**src/rtl/ram_arb_pkg.sv**
```systemverilog
// Shared definitions for the ram16k arbiter: state encoding and default widths.
package ram_arb_pkg;

  localparam int unsigned ADDR_W = 14;
  localparam int unsigned DATA_W = 16;
  localparam int unsigned CNT_W  = 16;

  typedef enum logic [1:0] {
    ST_IDLE   = 2'd0,
    ST_ACCESS = 2'd1,
    ST_RESP   = 2'd2
  } state_e;

endpackage

```
**src/rtl/rr_arbiter2.sv**
```systemverilog
// Two-way round-robin arbiter; grant_c is one-hot (bit 0 = requester 0).
module rr_arbiter2 (
  input  logic       clk,
  input  logic       rst_n,
  input  logic       req0,
  input  logic       req1,
  input  logic       update,
  output logic [1:0] grant_c
);

  // Set when requester 1 should win the next tie, i.e. requester 0 was granted last
  logic prefer1_q;

  always_ff @(posedge clk) begin
    if (!rst_n) begin
      prefer1_q <= 1'b0;
    end else if (update && (req0 || req1)) begin
      prefer1_q <= grant_c[0];
    end
  end

  always_comb begin
    grant_c = 2'b00;
    if (req0 && req1) begin
      grant_c = prefer1_q ? 2'b10 : 2'b01;
    end else if (req0) begin
      grant_c = 2'b01;
    end else if (req1) begin
      grant_c = 2'b10;
    end
  end

endmodule

```
**src/rtl/ram16k_arbiter.sv**
```systemverilog
// Shares one ram16k between two req/ack requesters, one transaction per three cycles.
// Define RAM16K_ARB_GRANT_CNT_EN to add saturating per-requester grant counters.
module ram16k_arbiter
  import ram_arb_pkg::*;
#(
  parameter int unsigned ADDR_W = ram_arb_pkg::ADDR_W,
  parameter int unsigned DATA_W = ram_arb_pkg::DATA_W
) (
  input  logic              clk,
  input  logic              rst_n,
  input  logic              r0_req,
  input  logic              r0_we,
  input  logic [ADDR_W-1:0] r0_addr,
  input  logic [DATA_W-1:0] r0_wdata,
  output logic              r0_ack,
  output logic [DATA_W-1:0] r0_rdata,
  input  logic              r1_req,
  input  logic              r1_we,
  input  logic [ADDR_W-1:0] r1_addr,
  input  logic [DATA_W-1:0] r1_wdata,
  output logic              r1_ack,
  output logic [DATA_W-1:0] r1_rdata,
`ifdef RAM16K_ARB_GRANT_CNT_EN
  output logic [CNT_W-1:0]  gnt_cnt0,
  output logic [CNT_W-1:0]  gnt_cnt1,
`endif
  output logic [ADDR_W-1:0] ram_address,
  output logic [DATA_W-1:0] ram_in,
  output logic              ram_load,
  input  logic [DATA_W-1:0] ram_out
);

  state_e              state_q, state_d;
  logic                owner_q, owner_d;
  logic                we_q, we_d;
  logic [ADDR_W-1:0]   addr_q, addr_d;
  logic [DATA_W-1:0]   wdata_q, wdata_d;
  logic                r0_ack_d, r1_ack_d;
  logic [DATA_W-1:0]   r0_rdata_d, r1_rdata_d;
  logic [1:0]          grant_c;
  logic                update_c;
`ifdef RAM16K_ARB_GRANT_CNT_EN
  logic [CNT_W-1:0]    gnt_cnt0_d, gnt_cnt1_d;
`endif

  assign update_c = (state_q == ST_IDLE);

  rr_arbiter2 u_rr (
    .clk     (clk),
    .rst_n   (rst_n),
    .req0    (r0_req),
    .req1    (r1_req),
    .update  (update_c),
    .grant_c (grant_c)
  );

  // Address/data come straight from the latched transaction so they hold outside ACCESS
  assign ram_address = addr_q;
  assign ram_in      = wdata_q;
  // Gated with rst_n so a reset landing in the ACCESS cycle cancels the write
  assign ram_load    = (state_q == ST_ACCESS) && we_q && rst_n;

  always_comb begin
    state_d    = state_q;
    owner_d    = owner_q;
    we_d       = we_q;
    addr_d     = addr_q;
    wdata_d    = wdata_q;
    r0_ack_d   = 1'b0;
    r1_ack_d   = 1'b0;
    r0_rdata_d = r0_rdata;
    r1_rdata_d = r1_rdata;
`ifdef RAM16K_ARB_GRANT_CNT_EN
    gnt_cnt0_d = gnt_cnt0;
    gnt_cnt1_d = gnt_cnt1;
`endif
    case (state_q)
      ST_IDLE: begin
        if (r0_req || r1_req) begin
          owner_d = grant_c[1];
          we_d    = grant_c[1] ? r1_we    : r0_we;
          addr_d  = grant_c[1] ? r1_addr  : r0_addr;
          wdata_d = grant_c[1] ? r1_wdata : r0_wdata;
          state_d = ST_ACCESS;
        end
      end
      ST_ACCESS: begin
        state_d = ST_RESP;
        if (owner_q) begin
          r1_ack_d = 1'b1;
          if (!we_q) r1_rdata_d = ram_out;
`ifdef RAM16K_ARB_GRANT_CNT_EN
          if (gnt_cnt1 != '1) gnt_cnt1_d = gnt_cnt1 + CNT_W'(1);
`endif
        end else begin
          r0_ack_d = 1'b1;
          if (!we_q) r0_rdata_d = ram_out;
`ifdef RAM16K_ARB_GRANT_CNT_EN
          if (gnt_cnt0 != '1) gnt_cnt0_d = gnt_cnt0 + CNT_W'(1);
`endif
        end
      end
      ST_RESP: begin
        state_d = ST_IDLE;
      end
      default: begin
        state_d = ST_IDLE;
      end
    endcase
  end

  always_ff @(posedge clk) begin
    if (!rst_n) begin
      state_q  <= ST_IDLE;
      owner_q  <= 1'b0;
      we_q     <= 1'b0;
      addr_q   <= '0;
      wdata_q  <= '0;
      r0_ack   <= 1'b0;
      r1_ack   <= 1'b0;
      r0_rdata <= '0;
      r1_rdata <= '0;
`ifdef RAM16K_ARB_GRANT_CNT_EN
      gnt_cnt0 <= '0;
      gnt_cnt1 <= '0;
`endif
    end else begin
      state_q  <= state_d;
      owner_q  <= owner_d;
      we_q     <= we_d;
      addr_q   <= addr_d;
      wdata_q  <= wdata_d;
      r0_ack   <= r0_ack_d;
      r1_ack   <= r1_ack_d;
      r0_rdata <= r0_rdata_d;
      r1_rdata <= r1_rdata_d;
`ifdef RAM16K_ARB_GRANT_CNT_EN
      gnt_cnt0 <= gnt_cnt0_d;
      gnt_cnt1 <= gnt_cnt1_d;
`endif
    end
  end

endmodule

```
**config.mk**
```make
export PLATFORM = sky130hd
export DESIGN_NAME = ram16k_arbiter
export DESIGN_NICKNAME = d
export VERILOG_FILES = /design/src/rtl/ram_arb_pkg.sv /design/src/rtl/rr_arbiter2.sv /design/src/rtl/ram16k_arbiter.sv
export SDC_FILE = /design/constraint.sdc
export NUM_CORES = 1
export LEC_CHECK = 0
export BUFFER_PORTS_ARGS = -buffer_cell sky130_fd_sc_hd__buf_4
export CAP_MARGIN = 0
export CORE_AREA = 2 2 78 98
export CTS_BUF_LIST = sky130_fd_sc_hd__clkbuf_16
export DETAILED_ROUTE_END_ITERATION = 10
export DIE_AREA = 0 0 80 100
export PLACE_DENSITY = 0.74
export SETUP_SLACK_MARGIN = 0.5
export SLEW_MARGIN = 20
export SYNTH_ARGS = -nofsm -noshare
export SYNTH_HDL_FRONTEND = slang
export SYNTH_SLANG_ARGS = --single-unit
```
**constraint.sdc**
```tcl
create_clock -name clk -period 1.9 [get_ports clk]
set_clock_uncertainty 0.2 [all_clocks]
set_input_delay 0.38 -clock clk [delete_from_list [all_inputs] [get_ports clk]]
set_output_delay 0.38 -clock clk [all_outputs]
set_load 0.01 [all_outputs]
```
## Yosys cells after proc, flatten, opt, wreduce, memory -nomap -nowiden

Index checks and enable logic that the tools add are counted.
W data, S select, Z words.

- Equal/unequal tests: 2
- Multiplexer cells: 11
- Reduce and logical (&&, ||, !) cells: 10
- Bitwise logic cells: 2

Operators by type and width:

| kind | number |
|---|---|
| $mux W16 | 1 |
| $mux W14 | 1 |
| $mux W2 | 5 |
| $reduce_and A3 Y1 | 2 |
| $logic_and A1 B1 Y1 | 4 |
| $pmux W2 S2 | 1 |
| $reduce_and A2 Y1 | 2 |
| $mux W1 | 3 |
| $eq A2 B1 Y1 const B | 1 |
| $logic_not A2 Y1 | 1 |
| $ne A2 B2 Y1 const B | 1 |
| $not A1 Y1 | 2 |
| $logic_or A1 B1 Y1 | 1 |

- Output and inout port bits: 65
- Input port bits: 82
- Logic and storage cells: 35
- Flip-flop bits (word level): 69

## Depth between registers and ports, before layout

Gate-level depths: netlist of run 1.

- Depth in word-level cells: 4
- Depth in mapped cells: 5

## By module

A second synthesis of run 1 with hierarchy kept.

- Cell total of the unflattened synthesis: 312
- Area, all modules: 3054.2 sq um

By module, submodules not included:

| module | area an instance (sq um) | instances | cells each | sequential area each (sq um) |
|---|---|---|---|---|
| ram16k_arbiter | 2992.9 | 1 | 305 | 1361.3 |
| rr_arbiter2 | 61.3 | 1 | 7 | 20.0 |

## Worst setup path before layout of run 1

OpenSTA, ideal clock, no wires.

- Path kind: in2out
- Start point: input rst_n
- End point: output ram_load
- Data required time: 1.320 ns
- Arrival: 1.115 ns
- Setup slack: 0.205 ns
- Cell stages on the path: 3
- Cell sequence: clkbuf_1 -> clkbuf_1 -> and3_2

- Cells in the longest elaborated chain, start to end: 1

Ends and longest elaborated chain:

| item | line | RTL |
|---|---|---|
| from (decl) | ram16k_arbiter.sv:10 | `input logic rst_n,` |
| $logic_and A1 B1 Y1 | ram16k_arbiter.sv:61 | `assign ram_load = (state_q == ST_ACCESS) && we_q && rst_n;` |
| to (decl) | ram16k_arbiter.sv:29 | `output logic ram_load,` |

No other way between the ends.

## Worst setup path after layout of run 1

- Start point: register state_q[1]
- End point: output ram_load

- Cells in the longest elaborated chain, start to end: 3

Ends and longest elaborated chain:

| item | line | RTL |
|---|---|---|
| from (decl) | ram16k_arbiter.sv:33 | `state_e state_q, state_d;` |
| from (signal assigned) | ram16k_arbiter.sv:128 | `state_q <= state_d;` |
| $eq A2 B1 Y1 | ram16k_arbiter.sv:61 |  |
| $logic_and A1 B1 Y1 (2 in series) | ram16k_arbiter.sv:61 |  |

No other way between the ends.

==> results of run 1 <==
==> cell type report <==
cell class | count | area [um^2]
clock buffer | 9 | 225.2
clock inverter | 7 | 90.09
fill | 583 | 2191
multi-input combinational | 238 | 1808
sequential | 69 | 1408
tap | 92 | 115.1
timing repair buffer | 163 | 1345
==> timing repair <==
item	4_1_cts	5_1_grt
buffers inserted	1	0
gates cloned	0	4
gates resized for setup	12	28
pin swaps	1	0
endpoints found under the setup margin	60	72
==> where the power goes <==
part | total (uW) | leakage [uW] | switching (uW) | internal (uW)
registers | 1630 | 0.000575 | 65.1 | 1570
clock network | 1770 | 0.000153 | 629 | 1140
logic | 926 | 0.00152 | 421 | 504
total | 4330 | 0.00225 | 1120 | 3210
==> registers in the layout, summed over array words and instances (netlist names) <==
name / flops
state_q: 2
u_rr.prefer1_q: 1
we_q: 1
r1_rdata: 16
r1_ack: 1
r0_ack: 1
ram_in: 16
r0_rdata: 16
owner_q: 1
ram_address: 14
==> layer usage <==
layer	wire, um	global-route usage, %	vias up	part of all wire, %
li1	-	-	1554	-
met1	3841	26.52	1530	39
met2	5051	39.23	115	52
met3	681	5.576	16	7.0
met4	179	10.04	0	1.8
met5	0	0	-	0
==> synthesized netlist by cell type, drive strengths merged <==
cell | count | area share (%)
o21bai | 31 | 7.2
and2 | 2 | 0.39
and4bb | 1 | 0.39
clkbuf | 28 | 3.3
dfxtp | 69 | 43
o21ai | 34 | 7.1
or2 | 1 | 0.19
buf | 14 | 3.3
or4b | 1 | 0.31
and3 | 33 | 6.4
o211a | 1 | 0.31
a21boi | 32 | 7.4
and2b | 1 | 0.23
nor2b | 1 | 0.19
o311a | 31 | 9.6
nand2 | 32 | 3.7
nand3 | 33 | 6.5
nor2 | 3 | 0.35
nand2b | 1 | 0.19
==> metrics by stage <==
| stage | setup WS [ns] | hold slack [ns] | power [uW] | cell area (um^2) | utilization (%) |
|---|---|---|---|---|---|
| floorplan | 0.3652 | 0.2634 | 2185 | 3467 | - |
| global placement | 0.2939 | 0.2433 | 2513 | 4503 | 62.70 |
| detailed placement | 0.2630 | 0.2507 | 2530 | 4503 | 62.70 |
| CTS | 0.2353 | 0.07857 | 4304 | 4861 | 67.68 |
| global route | 0.1586 | 0.09163 | 4510 | 4991 | 69.49 |
| finish | 0.2363 | 0.07883 | 4329 | 4991 | 69.49 |
==> how the worst max path moves through the flow <==
stage                     from        endpoint  slack (ns)
floorplan                 we_q     r0_rdata[6]        0.37
global route        state_q[0]     r0_rdata[5]        0.16
CTS                 state_q[0]        ram_load        0.24
global placement        r1_req  ram_address[7]        0.29
detailed placement      r1_req       ram_in[2]        0.26
finish              state_q[1]        ram_load        0.24
==> logic make-up (layout without fill, tap and decap cells) <==
| kind of cell | count (synthesis) | after routing | synth area share [%] |
|---|---|---|---|
| flops | 69 | 69 | 42.77 |
| compound gates | 129 | 129 | 31.69 |
| simple gates | 109 | 109 | 18.91 |
| buf+inv | 42 | 179 | 6.625 |
==> worst max-delay path: stages (launching register included) <==
cell and delay, ns:
dfxtp_2 0.35, nor2b_4 0.12, and3_4 0.19, buf_6 0.10
==> Flow_metrics.wiki, run 1 <==
{| class="wikitable"
! Metric !! Value
|-
| Maximum number of pins on one net before global-route repair || between 50 and 60
|-
| Routed Wire Length || between 9 and 10 mm
|-
| Library cells used by synthesis || 26
|-
| Min-delay src || ram_out[15]
|-
| IO buf count || 146
|-
| Crit path kind || reg -> out
|-
| Synthesis Warnings || 0
|-
| Final Wtd Congestion || 0.7376
|-
| Hold Crit Depth || 3
|-
| Largest vdd supply drop || 657.4 uV
|-
| Element type at the critical path end || primary output
|-
| Number of routed nets with antenna violations || 0
|-
| Class of the tightest hold or removal check || in -> reg
|-
| Worst rel slew slack || 66.07%
|-
| Area overhead of the layout relative to synthesis || 54.55%
|-
| Top fanout value on the critical path || 5
|-
| Depth of the worst register-to-register path || 5
|-
| Global-route wire length before repair || 14.43 mm
|-
| Antenna Cells || 0
|-
| Total negative setup slack || 0 ns
|-
| Yosys reg bits || 69
|-
| Clock tree from TritonCTS || done
|-
| Terminating pin of the worst hold path || r1_rdata[15]
|-
| Tcrit/Tclk final || 87.56%
|-
| Die outline height || 100 um
|-
| Worst-Margin Slew || 0.5090 ns
|-
| Number of placed instances, taps included || 557
|-
| Commonest cells after routing, fill and taps aside || buf_4 (151), dfxtp_1 (48), nand2_1 (32)
|-
| Cell count after synthesis || 349
|-
| Arrival time worst endpoint || 1.08 ns
|-
| Via-per-instance ratio || around 5.6
|-
| Number of remaining DRC errors || 0
|-
| Share of final-layout standard cells stronger than drive strength 1 || 53.50%
|-
| Number of antenna violations at the first check in global routing || 0
|-
| Post-Syn Area per Cell || between 9 and 10 um^2
|-
| CTS max path bufs || 2
|-
| Final hold violations || 0
|-
| Clock input transition at the sequential cells of the worst setup and hold paths || around 0.060 ns
|-
| Startpoint of the worst register-to-register path || state_q[0]
|-
| Per-cell routed wire length || 16.88 um
|-
| Number of core rows || 35
|-
| # Max-Cap Violations || 0
|-
| Syn Nets || 431
|-
| Unrepaired setup endpoints after global routing || true
|-
| Via count of the first global-routing pass || 3103
|-
| Data required time at the worst endpoint || ~1.3 ns
|-
| Most frequent standard cell in the layout excluding fill and tap cells || buf_4
|-
| Post-CTS Hold Buffers || 0
|-
| Area of the die || ~8000 um^2
|-
| Capturing point of the worst reg2reg path || r0_rdata[5]
|-
| Initial DRC Count || roughly 130
|-
| Slew Viols, Final || 0
|-
| H-Tree Depth || 3
|-
| Setup slack of the most critical reg-to-reg path || 0.24 ns
|-
| Leakage power || 0.002250 uW
|-
| Fmax || between 600 and 700 MHz
|-
| Starting density of the core || 44.97%
|-
| Overall routing resource usage || 22.78%
|-
| Final critical path time including I/O delays and setup || 1.664 ns
|-
| Grt total ovfl || 0
|-
| Clock Sinks || 69
|-
| Filler-free cell count of the finished design || about 580
|-
| Number of nets in the layout || 563
|-
| Insertion delay to the later sink of the worst-skew pair || 0.32 ns
|-
| Result of the run || finished, final reports clean
|-
| Num ports || roughly 150
|-
| Total iterations of the first detailed-routing run || 4
|-
| Areal power density over the cells || 867.4 nW/um^2
|-
| Sequential fraction of the synthesis area || 42.77%
|-
| Clock Tree Root || clkbuf_16
|-
| Detail Placement HPWL || 6.040 mm
|-
| TritonCTS Buffers || 9
|-
| Sort of element at the start of the critical path || flip-flop
|-
| Total via count in the routed design || 3215
|-
| Final Setup Violations || 0
|-
| Core area || 7182 um^2
|-
| Width of the chip || 80 um
|-
| Combined area of all synthesized cells || approximately 3200 um^2
|}
Note: power is estimated with default switching activity, not from simulation.
==> inputs of run 2 (changes only) <==
--- a/config.mk
+++ b/config.mk
@@ -7,13 +7,14 @@
 export LEC_CHECK = 0
 export BUFFER_PORTS_ARGS = -buffer_cell sky130_fd_sc_hd__buf_4
 export CAP_MARGIN = 0
-export CORE_AREA = 2 2 78 98
+export CORE_AREA = 2 2 76 97
 export CTS_BUF_LIST = sky130_fd_sc_hd__clkbuf_16
 export DETAILED_ROUTE_END_ITERATION = 10
-export DIE_AREA = 0 0 80 100
+export DIE_AREA = 0 0 78 99
 export PLACE_DENSITY = 0.74
 export SETUP_SLACK_MARGIN = 0.5
 export SLEW_MARGIN = 20
 export SYNTH_ARGS = -nofsm -noshare
 export SYNTH_HDL_FRONTEND = slang
+export SYNTH_HIERARCHICAL = 1
 export SYNTH_SLANG_ARGS = --single-unit
==> Flow_metrics.wiki, run 2 <==
{| class="wikitable"
! Metric !! Value
|-
| Result of the run || finished, final reports clean
|-
| Core area || 6807 um^2 (-5.2%)
|-
| TritonCTS Buffers || 9 (unchanged)
|-
| Final hold violations || 0 (unchanged)
|-
| Area overhead of the layout relative to synthesis || 60.70%
|-
| Clock Tree Root || clkbuf_16
|-
| Fmax || 600.7 MHz (about the same)
|-
| Routed Wire Length || 8.701 mm (-11%)
|-
| Longest individual stage delay on the worst path || 0.34 ns (about the same)
|-
| Initial DRC Count || 78 (-39%)
|-
| Cell type of the slowest stage on the worst timing path || dfxtp_2
|-
| Synthesis Warnings || 6 (+6)
|-
| Detail Placement HPWL || 5.610 mm (-7.1%)
|-
| Insertion delay to the later sink of the worst-skew pair || 0.32 ns (about the same)
|-
| Commonest cells after routing, fill and taps aside || buf_4 (152), dfxtp_1 (44), nand2_1 (33)
|-
| Post-Syn Area per Cell || 9.796 um^2 (+5.9%)
|-
| Clock tree from TritonCTS || done
|-
| Area of the die || 7722 um^2 (-3.5%)
|-
| Areal power density over the cells || 864.6 nW/um^2 (-0.33%)
|-
| Final Wtd Congestion || 0.7128 (-3.4%)
|-
| Num ports || 147 (unchanged)
|-
| Number of remaining DRC errors || 0 (unchanged)
|-
| Number of core rows || 34 (-2.9%)
|-
| CP Buf/Inv Count || 1 (unchanged)
|-
| Total via count in the routed design || 2840 (-12%)
|-
| Tcrit/Tclk final || 87.62% (about the same)
|-
| Arrival time worst endpoint || 1.08 ns (about the same)
|-
| Cell count after synthesis || 311 (-11%)
|-
| Syn Nets || 393 (-8.8%)
|-
| Worst-Margin Slew || 0.3296 ns (-0.1794 ns)
|-
| Grt total ovfl || 0 (unchanged)
|-
| Width of the chip || 78 um (-2.5%)
|-
| Finished Cell Area || 4896 um^2 (-1.9%)
|-
| Largest vdd supply drop || 673.5 uV (+2.5%)
|-
| Via-per-instance ratio || 5.164 (-7.2%)
|-
| Die outline height || 99 um (-1.0%)
|-
| Post-CTS Hold Buffers || 0 (unchanged)
|-
| Crit path kind || reg -> out
|-
| Via count of the first global-routing pass || 2614 (-16%)
|-
| Element type at the critical path end || primary output
|-
| Placed cell area || 4183 um^2 (-7.1%)
|-
| Class of the tightest hold or removal check || in -> reg
|-
| Final Setup Violations || 0 (unchanged)
|-
| Sort of element at the start of the critical path || flip-flop
|-
| Maximum number of pins on one net before global-route repair || 33 (-35%)
|-
| Clock input transition at the sequential cells of the worst setup and hold paths || 0.05 ns (about the same)
|-
| Number of nets in the layout || 537 (-4.6%)
|-
| Util after Layout || 71.93% (+2.4 points)
|-
| Number of routed nets with antenna violations || 0 (unchanged)
|-
| Worst path cell trace || nor2b_4 > and3_4 > buf_6
|-
| Data required time at the worst endpoint || 1.32 ns (about the same)
|-
| Starting density of the core || 44.76% (-0.20 points)
|-
| Number of antenna violations at the first check in global routing || 0 (unchanged)
|-
| Overall routing resource usage || 20.33% (-2.4 points)
|-
| CTS max path bufs || 2 (unchanged)
|-
| Top fanout value on the critical path || 4 (-1)
|-
| Clock Sinks || 69 (unchanged)
|-
| Delay-heaviest family, CP || flip-flops
|-
| Share of final-layout standard cells stronger than drive strength 1 || 60.22% (+6.7 points)
|-
| Worst rel slew slack || 78.03% (+12 points)
|-
| Total iterations of the first detailed-routing run || 4 (unchanged)
|-
| Per-cell routed wire length || 15.82 um (-6.3%)
|-
| Number of fill cells || 537 (-7.9%)
|-
| H-Tree Depth || 3 (unchanged)
|-
| # Max-Cap Violations || 0 (unchanged)
|-
| Global-route wire length before repair || 12.36 mm (-14%)
|-
| Slew Viols, Final || 0 (unchanged)
|-
| IO buf count || 146 (unchanged)
|-
| Most frequent standard cell in the layout excluding fill and tap cells || buf_4
|-
| Total negative setup slack || 0 ns (unchanged)
|-
| Antenna Cells || 0 (unchanged)
|-
| Leakage power || 0.002059 uW (-8.5%)
|-
| Unrepaired setup endpoints after global routing || true
|-
| Final critical path time including I/O delays and setup || 1.665 ns (+0.001183 ns)
|-
| Combined area of all synthesized cells || 3047 um^2 (-5.7%)
|}
[run 2: through the flow]
stage / total power, uW / std cells / hold WS, ns / worst slack, ns
6_report: 4233 / 550 / 0.08223 / 0.2351
5_1_grt: 4415 / 550 / 0.08199 / 0.1947
4_1_cts: 4118 / 544 / 0.06975 / 0.2255
3_5_place_dp: 2477 / 523 / 0.2496 / 0.1731
3_3_place_gp: 2459 / 523 / 0.2461 / 0.2065
2_1_floorplan: 2139 / 311 / 0.2642 / 0.3371
[run 2: where the power goes]
| group | internal [uW] | switching, uW | total [uW] |
|---|---|---|---|
| Combinational | 537 | 464 | 1000 |
| Sequential | 1570 | 70.2 | 1640 |
| Clock | 996 | 595 | 1590 |
| Total | 3100 | 1130 | 4230 |
[run 2: worst paths after layout]
kind / startpoint / endpoint / slack, ns / depth (start not counted)
max: state_q[0] / ram_load / 0.24 / 3
min: ram_out[9] / r1_rdata[9] / 0.08 / 3
max reg2reg: u_rr/prefer1_q / ram_address[13] / 0.31 / 6
min reg2reg: r0_rdata[12] / r0_rdata[12] / 0.25 / 2
[run 2: what timing repair did]
item,CTS,global route
setup endpoints to repair,54,85
setup buffers,4,3
gates cloned,1,3
pin swaps,1,19
resized for setup,11,62
[run 2: final cells by class]
cell class	count	area, um^2	area share, %
clock buffer	9	225.2	4.600
clock inverter	7	58.81	1.201
inverter	2	7.507	0.1533
multi-input combinational	208	1679	34.30
sequential	69	1413	28.85
tap	90	112.6	2.300
timing repair buffer	165	1400	28.60
[run 2: metal layers]
layer / global-route usage [%] / vias to the layer above / wire length [um]
li1: - / 1411 / -
met1: 24.45 / 1297 / 3543
met2: 34.42 / 121 / 4483
met3: 5.952 / 11 / 539
met4: 7.287 / 0 / 136
met5: 0 / - / 0
[run 2: tightest hold or removal path, cell delays in order]
cell	delay, ns
buf_4	0.08
nand3_1	0.05
o21ai_0	0.06
